$ cat config.mk
export PLATFORM = sky130hd
export DESIGN_NAME = lane_packer_flat
export DESIGN_NICKNAME = d
export VERILOG_FILES = /design/src/rtl/lane_packer_if.sv /design/src/rtl/lane_packer.sv /design/src/flat_wrapper.sv
export SDC_FILE = /design/constraint.sdc
export NUM_CORES = 1
export LEC_CHECK = 0
export BUFFER_PORTS_ARGS = -buffer_cell sky130_fd_sc_hd__buf_2
export CAP_MARGIN = 25
export CELL_PAD_IN_SITES_DETAIL_PLACEMENT = 1
export CELL_PAD_IN_SITES_GLOBAL_PLACEMENT = 2
export CORE_AREA = 2 2 100 102
export DETAILED_ROUTE_END_ITERATION = 12
export DIE_AREA = 0 0 102 104
export GPL_ROUTABILITY_DRIVEN = 1
export PLACE_DENSITY_LB_ADDON = 0.2
export SLEW_MARGIN = 10
export SYNTH_ARGS = -nofsm -noshare
export SYNTH_HDL_FRONTEND = slang
export SYNTH_SLANG_ARGS = --single-unit
$ cat constraint.sdc
create_clock -name clk -period 1.75 [get_ports clk]
set_input_delay 0.35 -clock clk [delete_from_list [all_inputs] [get_ports clk]]
set_output_delay 0.35 -clock clk [all_outputs]
set_load 0.01 [all_outputs]
$ cat src/rtl/lane_packer_if.sv
// ============================================================================
// Module   : lane_packer_if
// Brief    : Lane-in / packed-word-out handshake bundle for lane_packer.
// Revision : 1.0 - initial release
// ============================================================================
`default_nettype none

interface lane_packer_if #(
    parameter int LANE_W = 8,
    parameter int LANES  = 4,
    parameter int CNT_W  = $clog2(LANES + 1)
);
    logic                    in_valid;
    logic                    in_ready;
    logic [LANE_W-1:0]       in_data;
    logic                    in_last;
    logic                    out_valid;
    logic                    out_ready;
    logic [LANES*LANE_W-1:0] out_data;
    logic [LANES-1:0]        out_mask;
    logic [CNT_W-1:0]        out_count;

    // Producer/consumer side that drives lanes in and takes words out
    modport master (
        output in_valid, in_data, in_last, out_ready,
        input  in_ready, out_valid, out_data, out_mask, out_count
    );

    modport slave (
        input  in_valid, in_data, in_last, out_ready,
        output in_ready, out_valid, out_data, out_mask, out_count
    );
endinterface

`default_nettype wire

$ cat src/rtl/lane_packer.sv
// ============================================================================
// Module   : lane_packer
// Brief    : Gathers LANE_W-bit lanes into a LANES-wide packed bus word with
//            early close on in_last and a single output holding register.
// Revision : 1.0 - initial release
// ============================================================================
`default_nettype none

module lane_packer #(
    parameter int LANE_W = 8,
    parameter int LANES  = 4
) (
    input  logic         clk,
    input  logic         rst_n,
    lane_packer_if.slave bus
);
    localparam int c_CNT_W  = $clog2(LANES + 1);
    localparam int c_IDX_W  = (LANES > 1) ? $clog2(LANES) : 1;
    localparam int c_WORD_W = LANES * LANE_W;
    localparam logic [c_IDX_W-1:0] c_LAST_IDX  = c_IDX_W'(LANES - 1);
    localparam logic [LANES-1:0]   c_ALL_LANES = '1;

    logic [c_WORD_W-1:0] r_acc_data;
    logic [c_IDX_W-1:0]  r_acc_idx;
    logic                r_out_valid;
    logic [c_WORD_W-1:0] r_out_data;
    logic [LANES-1:0]    r_out_mask;
    logic [c_CNT_W-1:0]  r_out_count;

    logic                w_out_free;
    logic                w_in_ready;
    logic                w_accept;
    logic                w_complete;
    logic [c_WORD_W-1:0] w_acc_merged;
    logic [LANES-1:0]    w_fill_mask;

    assign w_out_free = !r_out_valid || bus.out_ready;
    // Only the beat that would close a word has to wait for the output slot
    assign w_in_ready = w_out_free || ((r_acc_idx != c_LAST_IDX) && !bus.in_last);
    assign w_accept   = bus.in_valid && w_in_ready;
    assign w_complete = (r_acc_idx == c_LAST_IDX) || bus.in_last;

    // Accumulator with the incoming lane dropped into slot r_acc_idx
    generate
        for (genvar k = 0; k < LANES; k++) begin : g_lane
            localparam logic [c_IDX_W-1:0] c_K = c_IDX_W'(k);
            assign w_acc_merged[k*LANE_W +: LANE_W] =
                (r_acc_idx == c_K) ? bus.in_data : r_acc_data[k*LANE_W +: LANE_W];
        end
    endgenerate

    // Thermometer of the low r_acc_idx+1 lanes
    assign w_fill_mask = c_ALL_LANES >> (c_LAST_IDX - r_acc_idx);

    always_ff @(posedge clk or negedge rst_n) begin
        if (!rst_n) begin
            r_acc_data  <= '0;
            r_acc_idx   <= '0;
            r_out_valid <= 1'b0;
            r_out_data  <= '0;
            r_out_mask  <= '0;
            r_out_count <= '0;
        end else begin
            if (w_accept) begin
                if (w_complete) begin
                    r_out_valid <= 1'b1;
                    r_out_data  <= w_acc_merged;
                    r_out_mask  <= w_fill_mask;
                    r_out_count <= c_CNT_W'(r_acc_idx) + c_CNT_W'(1);
                    r_acc_data  <= '0;
                    r_acc_idx   <= '0;
                end else begin
                    r_acc_data  <= w_acc_merged;
                    r_acc_idx   <= r_acc_idx + c_IDX_W'(1);
                end
            end
            // A drain coinciding with a new word keeps out_valid high
            if (r_out_valid && bus.out_ready && !(w_accept && w_complete)) begin
                r_out_valid <= 1'b0;
            end
        end
    end

    assign bus.in_ready  = w_in_ready;
    assign bus.out_valid = r_out_valid;
    assign bus.out_data  = r_out_data;
    assign bus.out_mask  = r_out_mask;
    assign bus.out_count = r_out_count;

endmodule

`default_nettype wire

$ cat src/flat_wrapper.sv
// flat-port wrapper written by rule: the top's interface ports become plain ports
module lane_packer_flat 
#(
    parameter int LANE_W = 8,
    parameter int LANES  = 4
)
  (clk, rst_n, bus_in_valid, bus_in_data, bus_in_last, bus_out_ready, bus_in_ready, bus_out_valid, bus_out_data, bus_out_mask, bus_out_count);
  lane_packer_if #(.LANE_W(LANE_W), .LANES(LANES)) bus_i ();
  input  logic clk;
  input  logic rst_n;
  input wire logic [$bits(bus_i.in_valid)-1:0] bus_in_valid;
  input wire logic [$bits(bus_i.in_data)-1:0] bus_in_data;
  input wire logic [$bits(bus_i.in_last)-1:0] bus_in_last;
  input wire logic [$bits(bus_i.out_ready)-1:0] bus_out_ready;
  output wire logic [$bits(bus_i.in_ready)-1:0] bus_in_ready;
  output wire logic [$bits(bus_i.out_valid)-1:0] bus_out_valid;
  output wire logic [$bits(bus_i.out_data)-1:0] bus_out_data;
  output wire logic [$bits(bus_i.out_mask)-1:0] bus_out_mask;
  output wire logic [$bits(bus_i.out_count)-1:0] bus_out_count;
  assign bus_i.in_valid = bus_in_valid;
  assign bus_i.in_data = bus_in_data;
  assign bus_i.in_last = bus_in_last;
  assign bus_i.out_ready = bus_out_ready;
  assign bus_in_ready = bus_i.in_ready;
  assign bus_out_valid = bus_i.out_valid;
  assign bus_out_data = bus_i.out_data;
  assign bus_out_mask = bus_i.out_mask;
  assign bus_out_count = bus_i.out_count;
  lane_packer #(.LANE_W(LANE_W), .LANES(LANES)) u_core (.clk(clk), .rst_n(rst_n), .bus(bus_i));
endmodule
==> results of run 1 <==
-- cell families after synthesis --
| logic type | share of synthesized area, % |
|---|---|
| AOI/OAI and AO/OA | 8.81 |
| and+or+nand+nor | 4.35 |
| adders and majority gates | 1.91 |
| buffers and inverters | 3.93 |
| muxes | 25.4 |
| DFF | 55.7 |
-- repair_timing --
action,CTS,global route
setup endpoints to repair,25,46
pin swaps,21,14
resized for setup,15,4
buffers inserted,4,1
-- stage by stage --
step / setup WS [ns] / hold WS, ns / power (mW) / instance area [um2] / utilization (%)
global route: -0.118 / 0.0587 / 5.23 / 4090 / 42.8
finish: -0.0506 / -0.00307 / 4.95 / 4090 / 42.8
CTS: -0.0324 / 0.0437 / 5.01 / 4070 / 42.6
floorplan: 0.0656 / 0.0544 / 3.04 / 3280 / -
global placement: 0.0125 / 0.416 / 3.56 / 3770 / 39.5
detailed placement: -0.0205 / 0.414 / 3.58 / 3770 / 39.5
-- final cells by class --
| class | count | share of cell area [%] |
|---|---|---|
| multi-input cells | 125 | 33.9 |
| repair buffers | 75 | 12.4 |
| clock buffers | 12 | 3.79 |
| inverters | 3 | 0.275 |
| clock inverters | 3 | 0.979 |
| well taps | 133 | 4.07 |
| flip-flops and latches | 73 | 44.7 |
-- flip-flops by register name, summed over array words and instances (netlist names) --
name / flops
u_core.r_acc_data: 32
u_core.bus.out_count: 3
u_core.bus.out_mask: 3
u_core.r_acc_idx: 2
u_core.bus.out_valid: 1
u_core.bus.out_data: 32
-- synth_stat cells --
cell type / instances / area, um2
o21ai_0: 1 / 5.00
inv_1: 3 / 11.3
or2_2: 1 / 6.26
a21o_1: 1 / 7.51
or4b_1: 2 / 20.0
buf_1: 1 / 3.75
buf_2: 7 / 35.0
or4b_4: 1 / 13.8
buf_6: 5 / 56.3
ha_1: 5 / 62.6
nor2_1: 1 / 3.75
dfrtp_1: 73 / 1830
nand2_1: 1 / 3.75
a22o_1: 24 / 210
buf_4: 2 / 15.0
o211ai_4: 1 / 21.3
o211ai_2: 2 / 25.0
mux2i_1: 1 / 10.0
and2_1: 8 / 50.1
and3_1: 4 / 25.0
clkbuf_4: 1 / 7.51
mux2_2: 49 / 552
nand2b_1: 2 / 12.5
a32o_1: 2 / 20.0
nand3b_1: 1 / 7.51
mux2_4: 18 / 270
-- per-layer routing --
metal,vias to the layer above,track usage (%)
met5,-,0
met4,0,5.14
met3,7,3.02
met2,49,21.3
met1,1044,22.7
li1,921,-
-- where the power goes --
part           internal (mW)  total, mW  leakage [nW]  switching (mW)
Combinational          0.803       1.45          1.03           0.644
Sequential              2.00       2.16         0.972           0.158
Clock                  0.726       1.34         0.102           0.615
-- worst reg2reg max path: stages, from the launching register on --
cell	delay, ns
dfrtp_1	0.40
ha_2	0.21
buf_6	0.12
buf_4	0.13
or4b_4	0.53
o211ai_4	0.15
a22o_1	0.18
-- worst max-delay path by stage --
stage | start | end | slack (ns) | cells past startpoint
detailed placement | u_core.r_acc_idx[0] | u_core.r_acc_data[0] | -0.02 | 5
global route | u_core.r_acc_idx[1] | u_core.r_acc_data[5] | -0.12 | 6
CTS | u_core.r_acc_idx[1] | u_core.bus.out_data[7] | -0.03 | 6
global placement | u_core.r_acc_idx[0] | u_core.r_acc_data[3] | 0.01 | 5
floorplan | u_core.r_acc_idx[0] | u_core.r_acc_data[16] | 0.07 | 6
finish | u_core.r_acc_idx[1] | bus_in_ready | -0.05 | 5
==> impl_metrics.json, run 1 <==
{
  "status": "finished with violations",
  "failed_checks": "negative hold slack, negative setup slack",
  "synth_warnings": 0,
  "stdcell_count": 424,
  "die-area_mm2": 0.0106,
  "multiInputGateArea_mm2": 0.00139,
  "die_h_um": 104,
  "drt_iter0_drc": 53,
  "syn_inst": 217,
  "clock_skew_ns": 0.00915,
  "setup-violations-final": 21,
  "ys_seq_area_share_pct": 55.7,
  "dp_hpwl_um": 4830,
  "wl_um": 7560,
  "antennaDiodeCount": 0,
  "wl_per_cell_um": 17.8,
  "worst-r2r-setup-slack_ns": -0.04,
  "grt_start_max_net_pins": 74,
  "crit_arrival_ns": 1.45,
  "synth.distinct_cells": 26,
  "maxSlewViolCount": 0,
  "final_cell_mix": "73 x dfrtp_1, 52 x buf_2, 49 x mux2_2, 24 x a22o_1, 18 x mux2_4",
  "drtPass1Iterations": 4,
  "fmax_ghz": 0.555,
  "peakVddDrop_v": 0.000567,
  "vias": 2021,
  "period_share_pct": 103,
  "drc": 0,
  "max_stage_delay_ns": 0.38,
  "power_density_mw_per_mm2": 1210,
  "critPathKind": "flop to output pin",
  "cp-start-kind": "flop",
  "end_kind": "output pin",
  "min_path_type": "input pin to asynchronous set/reset pin",
  "setup-tns-final_ns": -0.425,
  "portBuffers": 53,
  "dr.max_layer_used": "met4",
  "grt_pass1_vias": 2149,
  "reg2reg_depth": 6,
  "cp_top_family": "flip-flops",
  "cts_tree": "done",
  "syn_avg_cell_area_um2": 15.1,
  "worst_ep_required_time_ns": 1.40,
  "numPlacedInstances": 404,
  "r2r-start": "u_core.r_acc_idx[1]",
  "fillers": 1016,
  "final_common_cell": "dfrtp_1",
  "grt_pass1_wl_um": 12100,
  "cts.path.max_buffers": 2,
  "rows": 36,
  "clkLatencyLatePin_ns": 0.34,
  "gp_congestion": 0.746,
  "antenna_found_initial": 0,
  "r2r_end": "u_core.r_acc_data[5]",
  "cap_violations": 0,
  "rsz0062_at_grt": "yes",
  "core_area_mm2": 0.00955,
  "postRouteAntennaNets": 0,
  "clkSinkCount": 73,
  "wl_met3_um": 329,
  "die_x_um": 102,
  "period_needed_ns": 1.80,
  "vias_per_cell": 4.77,
  "syn_area_mm2": 0.00328,
  "htreeDepth": 3,
  "cp_slowest_cell": "dfrtp_1",
  "cts-root-buf": "clkbuf_8",
  "ys_ff_latch": 73,
  "crit_fanout": 2,
  "cts_hold_buffers": 0,
  "hold_viol_final": 1,
  "dr_wl_met2_um": 3330,
  "start_util_pct": 34.4,
  "fin_ws_ns": -0.0506,
  "seq_area_mm2": 0.00183,
  "syn_to_final_growth_pct": 24.6,
  "wl_met1_um": 3810,
  "cts_buffers": 9,
  "max_slew.worst_pin.slew_ns": 0.413,
  "hold_slack_ns": -0.00307,
  "ios": 54,
  "cp_cell_sequence": "ha_2, nor2_1, buf_4, or2_4, buf_6",
  "drive_gt1_share_pct": 58.1,
  "power.leakage_nw": 2.11,
  "gr-total-overflow": 0,
  "nets": 305,
  "worst-path-buf-inv": 2,
  "slew-limit-headroom_pct": 72.5,
  "synth_nets": 235,
  "clkTransAtPathRegs_ns": 0.08,
  "grtUsageTotal_pct": 15.0
}
Note: power is estimated with default switching activity, not from simulation.
==> run 2, diff against run 1 <==
--- a/config.mk
+++ b/config.mk
@@ -9,9 +9,10 @@
 export CAP_MARGIN = 25
 export CELL_PAD_IN_SITES_DETAIL_PLACEMENT = 1
 export CELL_PAD_IN_SITES_GLOBAL_PLACEMENT = 2
-export CORE_AREA = 2 2 100 102
+export CORE_AREA = 2 2 98 100
+export CTS_BUF_LIST = sky130_fd_sc_hd__clkbuf_4
 export DETAILED_ROUTE_END_ITERATION = 12
-export DIE_AREA = 0 0 102 104
+export DIE_AREA = 0 0 100 102
 export GPL_ROUTABILITY_DRIVEN = 1
 export PLACE_DENSITY_LB_ADDON = 0.2
 export SLEW_MARGIN = 10
==> run 2 against run 1 <==
  * The run ends with negative setup slack left
  * First-iteration DRC count rose by 55%
  * Combinational power is 3% higher
  * Global-route usage grew 0.47 points
  * Hold slack improved by 0.29 ns
  * Critical path depth increased by 1
  * Maximum frequency is 2.1% higher
  * Cell area fell by 0.80%
  * Via count fell by 0.45%
  * Clock skew grew 0.012 ns
  * Final cell count is 5.2% lower
  * Die area decreased by 3.8%
==> impl_metrics.json, run 2 (synthesis gave the netlist of run 1 again) <==
{
  "status": "finished with violations",
  "failed_checks": "negative setup slack",
  "clkTransAtPathRegs_ns": 0.13,
  "fin_ws_ns": -0.0130,
  "hold_viol_final": 0,
  "p_sw_share_pct": 29.4,
  "cts_buffers": 9,
  "htreeDepth": 3,
  "max_stage_delay_ns": 0.55,
  "hold_path_depth": 2,
  "clkLatencyLatePin_ns": 0.41,
  "start_util_pct": 36.0,
  "p_switching_mw": 1.42,
  "die_h_um": 102,
  "rows": 35,
  "postRouteAntennaNets": 0,
  "period_share_pct": 101,
  "clock_skew_ns": 0.0211,
  "critPathKind": "flop to flop",
  "rsz0062_at_grt": "yes",
  "worst-path-buf-inv": 2,
  "setup-violations-final": 4,
  "maxSlewViolCount": 0,
  "grt_pass1_vias": 2147,
  "r2r-start": "u_core.r_acc_idx[0]",
  "gr-total-overflow": 0,
  "die-area_mm2": 0.0102,
  "cp-startpoint": "u_core.r_acc_idx[0]",
  "cp_top_family": "simple AND/OR/NAND/NOR gates",
  "drive_gt1_share_pct": 58.8,
  "die_x_um": 100,
  "crit_arrival_ns": 2.11,
  "max_slew.worst_pin.slew_ns": 0.408,
  "cts-root-buf": "clkbuf_4",
  "power_frac_seq_pct": 45.0,
  "worstHoldStart": "bus_in_data[7]",
  "drtPass1Iterations": 4,
  "grtUsageTotal_pct": 15.5,
  "power.leakage_nw": 2.08,
  "worstHoldEndpoint": "u_core.r_acc_data[15]",
  "wl_per_cell_um": 18.3,
  "antenna_found_initial": 0,
  "wl_um": 7340,
  "antennaDiodeCount": 0,
  "clockPowerShare_pct": 24.0,
  "cell_internal_pwr_mw": 3.40,
  "comb_power_share_pct": 30.9,
  "fin_area_mm2": 0.00406,
  "power_density_mw_per_mm2": 1190,
  "slew-limit-headroom_pct": 72.8,
  "clkSinkCount": 73,
  "syn_to_final_growth_pct": 23.6,
  "drc": 0,
  "gp_congestion": 0.732,
  "cp_slowest_cell": "or4b_4",
  "worst_ep_required_time_ns": 2.09,
  "r2r_end": "u_core.r_acc_data[1]",
  "nets": 305,
  "portBuffers": 53,
  "post_dp_cell_area_mm2": 0.00371,
  "period_needed_ns": 1.76,
  "fillers": 939,
  "end_kind": "flop",
  "core_area_mm2": 0.00911,
  "cp-start-kind": "flop",
  "crit_fanout": 8,
  "worst-r2r-setup-slack_ns": -0.01,
  "grt_pass1_wl_um": 11800,
  "drt_iter0_drc": 82,
  "peakVddDrop_v": 0.000495,
  "reg2reg_depth": 6,
  "cts.path.max_buffers": 2,
  "grt_start_max_net_pins": 74,
  "ios": 54,
  "hold_slack_ns": 0.284,
  "vias": 2012,
  "final_common_cell": "dfrtp_1",
  "dp_hpwl_um": 4570,
  "final_cell_mix": "73 x dfrtp_1, 52 x buf_2, 48 x mux2_2, 24 x a22o_1, 19 x mux2_4",
  "power_mw": 4.82,
  "fmax_ghz": 0.567,
  "cts_tree": "done",
  "cap_violations": 0,
  "vias_per_cell": 5.00,
  "min_path_type": "input pin to flop",
  "cp_cell_sequence": "buf_6, inv_4, ha_4, or4b_4, o211ai_4, a22o_1"
}
[run 2: power groups by stage]
stage / sequential (mW) / combinational (mW) / clock (mW)
floorplan: 2.30 / 0.741 / 0
global placement: 2.20 / 1.34 / 0
detailed placement: 2.20 / 1.35 / 0
CTS: 2.17 / 1.45 / 1.21
global route: 2.22 / 1.62 / 1.29
finish: 2.17 / 1.49 / 1.16
[run 2: worst max-delay path by stage]
stage | endpoint | slack (ns) | depth (start not counted)
after CTS | bus_in_ready | -0.14 | 5
after global placement | u_core.r_acc_data[9] | -0.03 | 5
final | u_core.r_acc_data[1] | -0.01 | 6
after floorplan | u_core.r_acc_data[16] | 0.07 | 6
after detailed placement | u_core.r_acc_data[15] | -0.06 | 5
after global routing | u_core.r_acc_data[1] | -0.09 | 6
[run 2: final cells by class]
cell class / instances / area, um2 / area share, %
multi-input cells: 125 / 1420 / 34.9
repair buffers: 75 / 504 / 12.4
well taps: 111 / 139 / 3.42
inverters: 3 / 18.8 / 0.463
flip-flops and latches: 73 / 1830 / 45.0
clock inverters: 6 / 83.8 / 2.07
clock buffers: 9 / 67.6 / 1.67
[run 2: layer usage]
| metal | track usage, % | vias up | routed length [um] |
|---|---|---|---|
| li1 | - | 926 | - |
| met1 | 21.8 | 1026 | 3530 |
| met2 | 23.9 | 50 | 3390 |
| met3 | 2.80 | 10 | 312 |
| met4 | 6.32 | 0 | 107 |
| met5 | 0 | - | 0 |
[run 2: timing repair]
item | CTS | global route
resized for setup | 17 | 12
pin swaps | 15 | 15
endpoints found under the hold margin | 73 | 0
setup buffers | 5 | 3
setup endpoints to repair | 52 | 33
hold buffers | 1 | 0
[run 2: metrics by stage]
step | setup WS [ns] | util [%] | instances | TNS, ns
floorplan | 0.0656 | - | 217 | 0
global placement | -0.0252 | 40.7 | 379 | -0.197
detailed placement | -0.0647 | 40.7 | 379 | -0.722
CTS | -0.141 | 43.8 | 400 | -0.851
global route | -0.0904 | 44.5 | 402 | -0.894
finish | -0.0130 | 44.5 | 402 | -0.0353
[run 2: worst register-to-register path, stage by stage (launching register included)]
cell      delay [ns]
dfrtp_1         0.44
buf_6           0.14
inv_4           0.05
ha_4            0.17
or4b_4          0.55
o211ai_4        0.16
a22o_1          0.19
